**src/rtl/bin2bcd_seq_disp.sv**
```systemverilog
// Sequential binary-to-BCD (shift-add-3) or hex passthrough with seven-segment decode.
// Optional macro BIN2BCD_BLANK_EN blanks leading-zero digits on Seg.
module bin2bcd_seq_disp #(
  parameter int WIDTH  = 16,
  parameter int DIGITS = 5
) (
  input  logic                  Clk,
  input  logic                  Clrn,
  input  logic                  Start,
  input  logic                  Base,
  input  logic [WIDTH-1:0]      Bin,
  output logic                  Busy,
  output logic                  Done,
  output logic                  Ovf,
  output logic [4*DIGITS-1:0]   Digits,
  output logic [7*DIGITS-1:0]   Seg
);

  // Accumulator holds enough digits for any WIDTH-bit value, and at least DIGITS
  localparam int ND0 = WIDTH / 3 + 1;
  localparam int NDI = (ND0 > DIGITS) ? ND0 : DIGITS;
  localparam int BW  = 4 * NDI;
  localparam int WX  = (WIDTH > 4 * DIGITS) ? WIDTH : 4 * DIGITS;
  localparam int CW  = $clog2(WIDTH) + 1;

  typedef enum logic [1:0] {IDLE, CONV, DONE} state_t;

  state_t           state, state_nxt;
  logic [WIDTH-1:0] sh;
  logic [BW-1:0]    acc, acc_adj, acc_nxt;
  logic [BW:0]      acc_wide;
  logic [CW-1:0]    cnt;
  logic [WX-1:0]    hex_ext;
  logic             take, last, hex_ovf, dec_ovf;

  function automatic logic [6:0] glyph(input logic [3:0] d);
    case (d)
      4'h0: glyph = 7'h40;  4'h1: glyph = 7'h79;  4'h2: glyph = 7'h24;  4'h3: glyph = 7'h30;
      4'h4: glyph = 7'h19;  4'h5: glyph = 7'h12;  4'h6: glyph = 7'h02;  4'h7: glyph = 7'h78;
      4'h8: glyph = 7'h00;  4'h9: glyph = 7'h10;  4'hA: glyph = 7'h08;  4'hB: glyph = 7'h03;
      4'hC: glyph = 7'h46;  4'hD: glyph = 7'h21;  4'hE: glyph = 7'h06;  default: glyph = 7'h0E;
    endcase
  endfunction

  always_comb begin
    take      = Start && (state != CONV);
    last      = (state == CONV) && (cnt == CW'(WIDTH - 1));
    state_nxt = state;
    case (state)
      IDLE:    if (take) state_nxt = Base ? CONV : DONE;
      CONV:    if (last) state_nxt = DONE;
      DONE:    state_nxt = take ? (Base ? CONV : DONE) : IDLE;
      default: state_nxt = IDLE;
    endcase
    Busy = (state == CONV);
    Done = (state == DONE);
  end

  always_comb begin
    acc_adj = '0;
    for (int unsigned k = 0; k < NDI; k++)
      acc_adj[4*k +: 4] = (acc[4*k +: 4] >= 4'd5) ? acc[4*k +: 4] + 4'd3 : acc[4*k +: 4];
    acc_wide = {acc_adj, sh[WIDTH-1]};
    acc_nxt  = acc_wide[BW-1:0];
    dec_ovf  = (acc_wide >> (4 * DIGITS)) != '0;
    hex_ext  = WX'(Bin);
    hex_ovf  = (hex_ext >> (4 * DIGITS)) != '0;
  end

  // Hex results are latched at capture; decimal results on the final step.
  always_ff @(posedge Clk) begin
    if (!Clrn) begin
      state  <= IDLE;
      sh     <= '0;
      acc    <= '0;
      cnt    <= '0;
      Digits <= '0;
      Ovf    <= 1'b0;
    end else begin
      state <= state_nxt;
      if (take) begin
        sh  <= Bin;
        acc <= '0;
        cnt <= '0;
        if (!Base) begin
          Digits <= hex_ext[4*DIGITS-1:0];
          Ovf    <= hex_ovf;
        end
      end else if (state == CONV) begin
        sh  <= sh << 1;
        acc <= acc_nxt;
        cnt <= cnt + 1'b1;
        if (last) begin
          Digits <= acc_nxt[4*DIGITS-1:0];
          Ovf    <= dec_ovf;
        end
      end
    end
  end

`ifdef BIN2BCD_BLANK_EN
  logic lz;
  always_comb begin
    Seg = '0;
    lz  = 1'b1;
    for (int unsigned i = 0; i < DIGITS; i++) begin
      int unsigned k;
      k  = DIGITS - 1 - i;
      lz = lz && (Digits[4*k +: 4] == 4'd0);
      Seg[7*k +: 7] = (lz && k != 0) ? 7'h7F : glyph(Digits[4*k +: 4]);
    end
  end
`else
  always_comb begin
    Seg = '0;
    for (int unsigned k = 0; k < DIGITS; k++)
      Seg[7*k +: 7] = glyph(Digits[4*k +: 4]);
  end
`endif

endmodule

```
**config.mk**
```make
export PLATFORM = sky130hd
export DESIGN_NAME = bin2bcd_seq_disp
export DESIGN_NICKNAME = d
export VERILOG_FILES = /design/src/rtl/bin2bcd_seq_disp.sv
export SDC_FILE = /design/constraint.sdc
export NUM_CORES = 1
export LEC_CHECK = 0
export BUFFER_PORTS_ARGS = -buffer_cell sky130_fd_sc_hd__buf_2
export CORE_MARGIN = 10
export CORE_UTILIZATION = 62
export CTS_CLUSTER_DIAMETER = 80
export DETAILED_ROUTE_END_ITERATION = 12
export PLACE_DENSITY_LB_ADDON = 0.15
export SYNTH_ARGS = -nofsm -noshare
export SYNTH_HDL_FRONTEND = slang
export SYNTH_SLANG_ARGS = --single-unit
```
**constraint.sdc**
```tcl
create_clock -name Clk -period 6.7 [get_ports Clk]
set_input_delay 0.335 -clock Clk [delete_from_list [all_inputs] [get_ports Clk]]
set_output_delay 0.335 -clock Clk [all_outputs]
set_load 0.01 [all_outputs]
```
# After elaboration in Yosys (flattened, before gate mapping)
# Memory sizes are Yosys's and may differ from the RTL's. A register that Yosys moved wholly into a read port is not among the register bits.
# Cells that the tools add are included.
dict set report op_classes {
  n_addsub 7
  n_mul 0
  div 0
  n_lt_le_gt_ge 6
  eq_ne 7
  n_shift 0
  mux 31
  bitwise 1
  reduce_logical 9
}
# operator count
set ops {}
lappend ops {{2-to-1 mux 20 bit} 4}
lappend ops {{2-to-1 mux 4 bit} 16}
lappend ops {{2-to-1 mux 16 bit} 2}
lappend ops {{nonzero test 25 bit} 1}
lappend ops {{adder 4 x 2 -> 4 bit, second input constant} 6}
lappend ops {{greater-or-equal comparator 4 x 3 -> 1 bit, second input constant} 6}
lappend ops {{2-to-1 mux 2 bit} 4}
lappend ops {{one-hot mux 2 bit (3 select lines)} 1}
lappend ops {{adder 5 x 1 -> 5 bit, second input constant} 1}
lappend ops {{== test 5 x 4 -> 1 bit, second input constant} 1}
lappend ops {{2-to-1 mux 1 bit} 4}
lappend ops {{inequality test 2 x 1 -> 1 bit, second input constant} 2}
lappend ops {{inequality test 2 bit, second input constant} 2}
lappend ops {{nonzero test 2 bit} 2}
lappend ops {{AND reduction 3 bit} 1}
lappend ops {{== test 2 x 1 -> 1 bit, second input constant} 1}
lappend ops {{== test 2 bit, second input constant} 1}
lappend ops {{logical AND 1 bit} 2}
lappend ops {{zero test 2 bit} 1}
lappend ops {{AND reduction 2 bit} 1}
lappend ops {{OR reduction 2 bit} 1}
lappend ops {{NOT 1 bit} 1}
dict set report word_totals {
  regBits 68
  latch_bits 0
  ramBits 0
  mem_bits_ro 560
  out_inout_bits 58
  n_memories 5
}
# name words width read_ports rd_clocked_by_memory_dff wr line_no
set mem_list {}
lappend mem_list {{(no name shown)} 16 7 1 1 0 37} ;# case (d)
lappend mem_list {{(no name shown)} 16 7 1 1 0 37}
lappend mem_list {{(no name shown)} 16 7 1 1 0 37}
lappend mem_list {{(no name shown)} 16 7 1 1 0 37}
lappend mem_list {{(no name shown)} 16 7 1 1 0 37}

# Depth between registers and ports, before layout
dict set report logic_depth {
  ltp_word 7
  depth_mapped 16
  depth_no_buf 14
}

# Worst setup path after synthesis
# No wires, ideal clock.
dict set report synth_path {
  kind {flip-flop to flip-flop}
  start {register cnt[0]}
  end {register Seg[0] (netlist name)}
  setup_time_ps 119
  arrival_time_ps 2736
  path_slack_ps 3845
  path_stages_with_launch 15
  path_buffers 2
  period_less_slack_ps 2855
  cell_sequence {dfxtp_1 ha_1 and3_1 ha_1 nand3b_2 o21a_1 buf_4 buf_4 a221o_1 nand2_1 inv_1 ha_1 nor4_1 a21oi_1 a2bb2oi_1}
}
dict set report synth_via {
  elab_chain_len 6
}
# item line_no
set synth_rtl {}
lappend synth_rtl {{from (decl)} 32} ;# logic [CW-1:0] cnt;
lappend synth_rtl {{from (signal assigned)} 92} ;# cnt <= cnt + 1'b1;
lappend synth_rtl {{== test 5 x 4 -> 1 bit} 47} ;# last = (state == CONV) && (cnt == CW'(WIDTH - 1));
lappend synth_rtl {{logical AND 1 bit} 47}
lappend synth_rtl {{nonzero test 2 bit (no line)} --}
lappend synth_rtl {{AND reduction 3 bit (no line)} --}
lappend synth_rtl {{2-to-1 mux 4 bit (no line) (2 in a row)} --}
# Every way passes these cells.
# A chain may end at the register's enable or synchronous reset.

# Worst setup path after layout
dict set report layout_path {
  start {register cnt[0]}
  end {register Seg[7] (netlist name)}
}
dict set report layout_via {
  elab_chain_len 6
}
# item line_no
set layout_rtl {}
lappend layout_rtl {{== test 5 x 4 -> 1 bit} 47}
lappend layout_rtl {{logical AND 1 bit} 47}
lappend layout_rtl {{nonzero test 2 bit (no line)} --}
lappend layout_rtl {{AND reduction 3 bit (no line)} --}
lappend layout_rtl {{2-to-1 mux 4 bit (no line) (2 in a row)} --}
# Every way passes these cells.

==> run metrics <==
status finished clean; initial antenna violation count 0; post-route cell area between 0.006 and 0.007 mm²; fraction of layout instances using a drive strength above 1 16.7%; cell count after synthesis approximately 640; Inserted Diodes 0; Synth area leader dfxtp_1; nets 760; maximum clock path buffer count 2; post-route minimum period a little under 4 ns; PwrDens 206 mW/mm²; kind of critical path flip-flop to flip-flop; Worst Tran Pin Value 1.08 ns; Boundary Pins 78; DIE AREA between 0.01 and 0.015 mm²; Total GRT Usage approximately a fifth; largest cells by area after synthesis dfxtp_1 (37%), ha_1 (9.8%), mux2i_1 (7.8%); Fin. Hold Viols 0; placed cell area 0.00602 mm²; Clock Skews about 0.012 ns; CTS HTree Levels 3; Worst Hold End sh[0]; GPL Wtd Cong around 0.86; Syn Area/Cell slightly below 9 µm²; Gates resized, CTS repair 0; post-route ant nets 0; grt ovf 0; Syn Nets 701; Worst-Skew Late Latency roughly 0.37 ns; DR WL/cell 17.5 µm; initial core utilization approximately 64%; setup_tns 0 ns; first-pass GRT wire length roughly 23 mm; Die W 115 µm; commonest non-fill, non-tap cell in the layout dfxtp_1; Max-Cap Viols 0; clk slew on worst S/H paths between 0.1 and 0.15 ns; reg-to-reg endpoint Seg[7]; Leak approximately 0.0028 µW; largest net degree at the start of global routing 63; CP required roughly 7.0 ns; synthesis-stage register bit count slightly above 100; synth unique cells 64; commonest non-fill, non-tap cells in the layout dfxtp_1 (103), buf_2 (77), inv_1 (52), nor2_1 (50), nand2_1 (49); number of port buffers 77; Cell Rows 34; Synth Warn # 0; async set or reset register ratio after synthesis 0%; vias in the first global route 4760; RSZ-0062 raised after global routing false; Worst VDD drop 0.122 mV; sequential cell area fraction in the yosys report approximately 37%; fin. max-slew vios 0; Starting DRT DRC Count approximately 400; P&R area growth vs syn 10.6%; total power about 1300 µW; DP HPWL about 10 mm; DRC Markers 0; Setup violations, final 0; Via-to-Cell Ratio a little over 6; Hold Path Depth 3; cts hold-fix bufs 0; R2R cell count 11; Worst EP arrival 4.13 ns; HP Class input port to flip-flop; Post CTS Setup Buffer Count 0; top cell type's share of synthesized area roughly 37%; total routed wirelength around 14 mm; CTS Buf Count 9; CP Capture Type flip-flop; CTS tree done; DR pass1 iterations 5; via count ~4900; number of flops mapped to enable cells by yosys 0; Mapped Area 0.00562 mm²; Hold Crit Start Bin[0]; crit path max fanout 20; setup slack, reg-to-reg approximately 2.8 ns; clk sinks between 100 and 150; Die Ht 115 µm; dominant synthesized flop cell dfxtp_1; Rel. slew slack roughly 28%; R2R Path Start cnt[0]; core box area roughly 0.009 mm²; Final Cycle Share 57.8%; Root Driver clkbuf_8; CP Launch Type flip-flop; fmax between 200 and 300 MHz
-- critical path, cell delays in order, from the launching register on --
cell and delay [ns]:
dfxtp_1 0.35, ha_1 0.21, and3_1 0.18, ha_1 0.23, nand3b_2 0.46, o21a_1 0.71
nor3_1 0.26, a2111oi_4 0.52, inv_1 0.18, ha_1 0.24, nor4_1 0.32, a221oi_1 0.09
-- state kept, by name (all words and copies together), names as in the netlist --
signal  count
Digits     20
Ovf         1
Seg        35
acc        24
cnt         5
sh         16
state       2
-- kinds of logic after synthesis --
kind of cell / synth area share [%]
flip-flops: 36.7
adder cells (fa/ha/maj): 9.79
multiplexers: 8.03
buffers and inverters: 6.23
XOR/XNOR: 1.40
AO/OA/AOI/OAI: 24.3
AND/OR/NAND/NOR: 13.6
-- metal layers --
| layer | GRT usage [%] | share of wire, % | wire length [µm] |
|---|---|---|---|
| met5 | 0 | 0 | 0 |
| met4 | 6.27 | 1.5 | 209 |
| met3 | 5.05 | 6.0 | 850 |
| met2 | 35.1 | 48 | 6850 |
| met1 | 26.9 | 44 | 6220 |
-- report_power, final --
part           switching [µW]  leakage [µW]  internal, µW
Combinational             129       0.00188          79.6
Sequential               15.3      0.000841           645
Clock                     236      0.000103           180
Total                     380       0.00282           904
-- area by class of cell --
cell class	instances	area [µm²]
fillers	706	2540
flip-flops and latches	103	2060
clock buffers	10	128
inverters	55	206
well taps	108	135
multi-input cells	448	3210
repair buffers	79	400
clock inverters	6	76.3
-- Yosys cell counts (all sizes together) (2+ instances only) --
| master | number |
|---|---|
| a211oi | 31 |
| a21oi | 46 |
| o21a | 3 |
| a32o | 7 |
| o21ba | 2 |
| o211ai | 6 |
| o2bb2ai | 4 |
| o221ai | 3 |
| a22o | 4 |
| nand2b | 9 |
| clkbuf | 19 |
| o41ai | 2 |
| ha | 44 |
| a2111oi | 3 |
| a221oi | 3 |
| o21ai | 36 |
| xor2 | 2 |
| and2 | 11 |
| o22ai | 10 |
| a21o | 8 |
| nor2 | 52 |
| or3b | 2 |
| a221o | 2 |
| nor2b | 4 |
| nand4 | 5 |
| o31ai | 7 |
| and3 | 5 |
| a22oi | 3 |
| nand3 | 5 |
| nor3 | 10 |
| nand2 | 49 |
| mux2i | 44 |
| dfxtp | 103 |
| nor4 | 2 |
| inv | 55 |
| nor3b | 6 |
| xnor2 | 7 |
| buf | 12 |
-- how the worst max path moves through the flow --
stage                 from     end
finish              cnt[0]  Seg[7]
global route        cnt[0]  Seg[7]
CTS                 cnt[0]  Seg[7]
floorplan           cnt[0]  Seg[0]
global placement    cnt[0]  Seg[8]
detailed placement  cnt[0]  Seg[7]
-- through the flow --
stage | hold WS [ns] | instances | utilization, % | setup WS (ns)
finish | 0.291 | 809 | 71.0 | 2.83
global route | 0.308 | 809 | 71.0 | 2.48
CTS | 0.293 | 809 | 71.0 | 2.89
detailed placement | 0.479 | 793 | 68.7 | 2.95
global placement | 0.462 | 793 | 68.7 | 3.07
floorplan | 0.440 | 637 | - | 3.84
(Power assumes the default switching activity.)
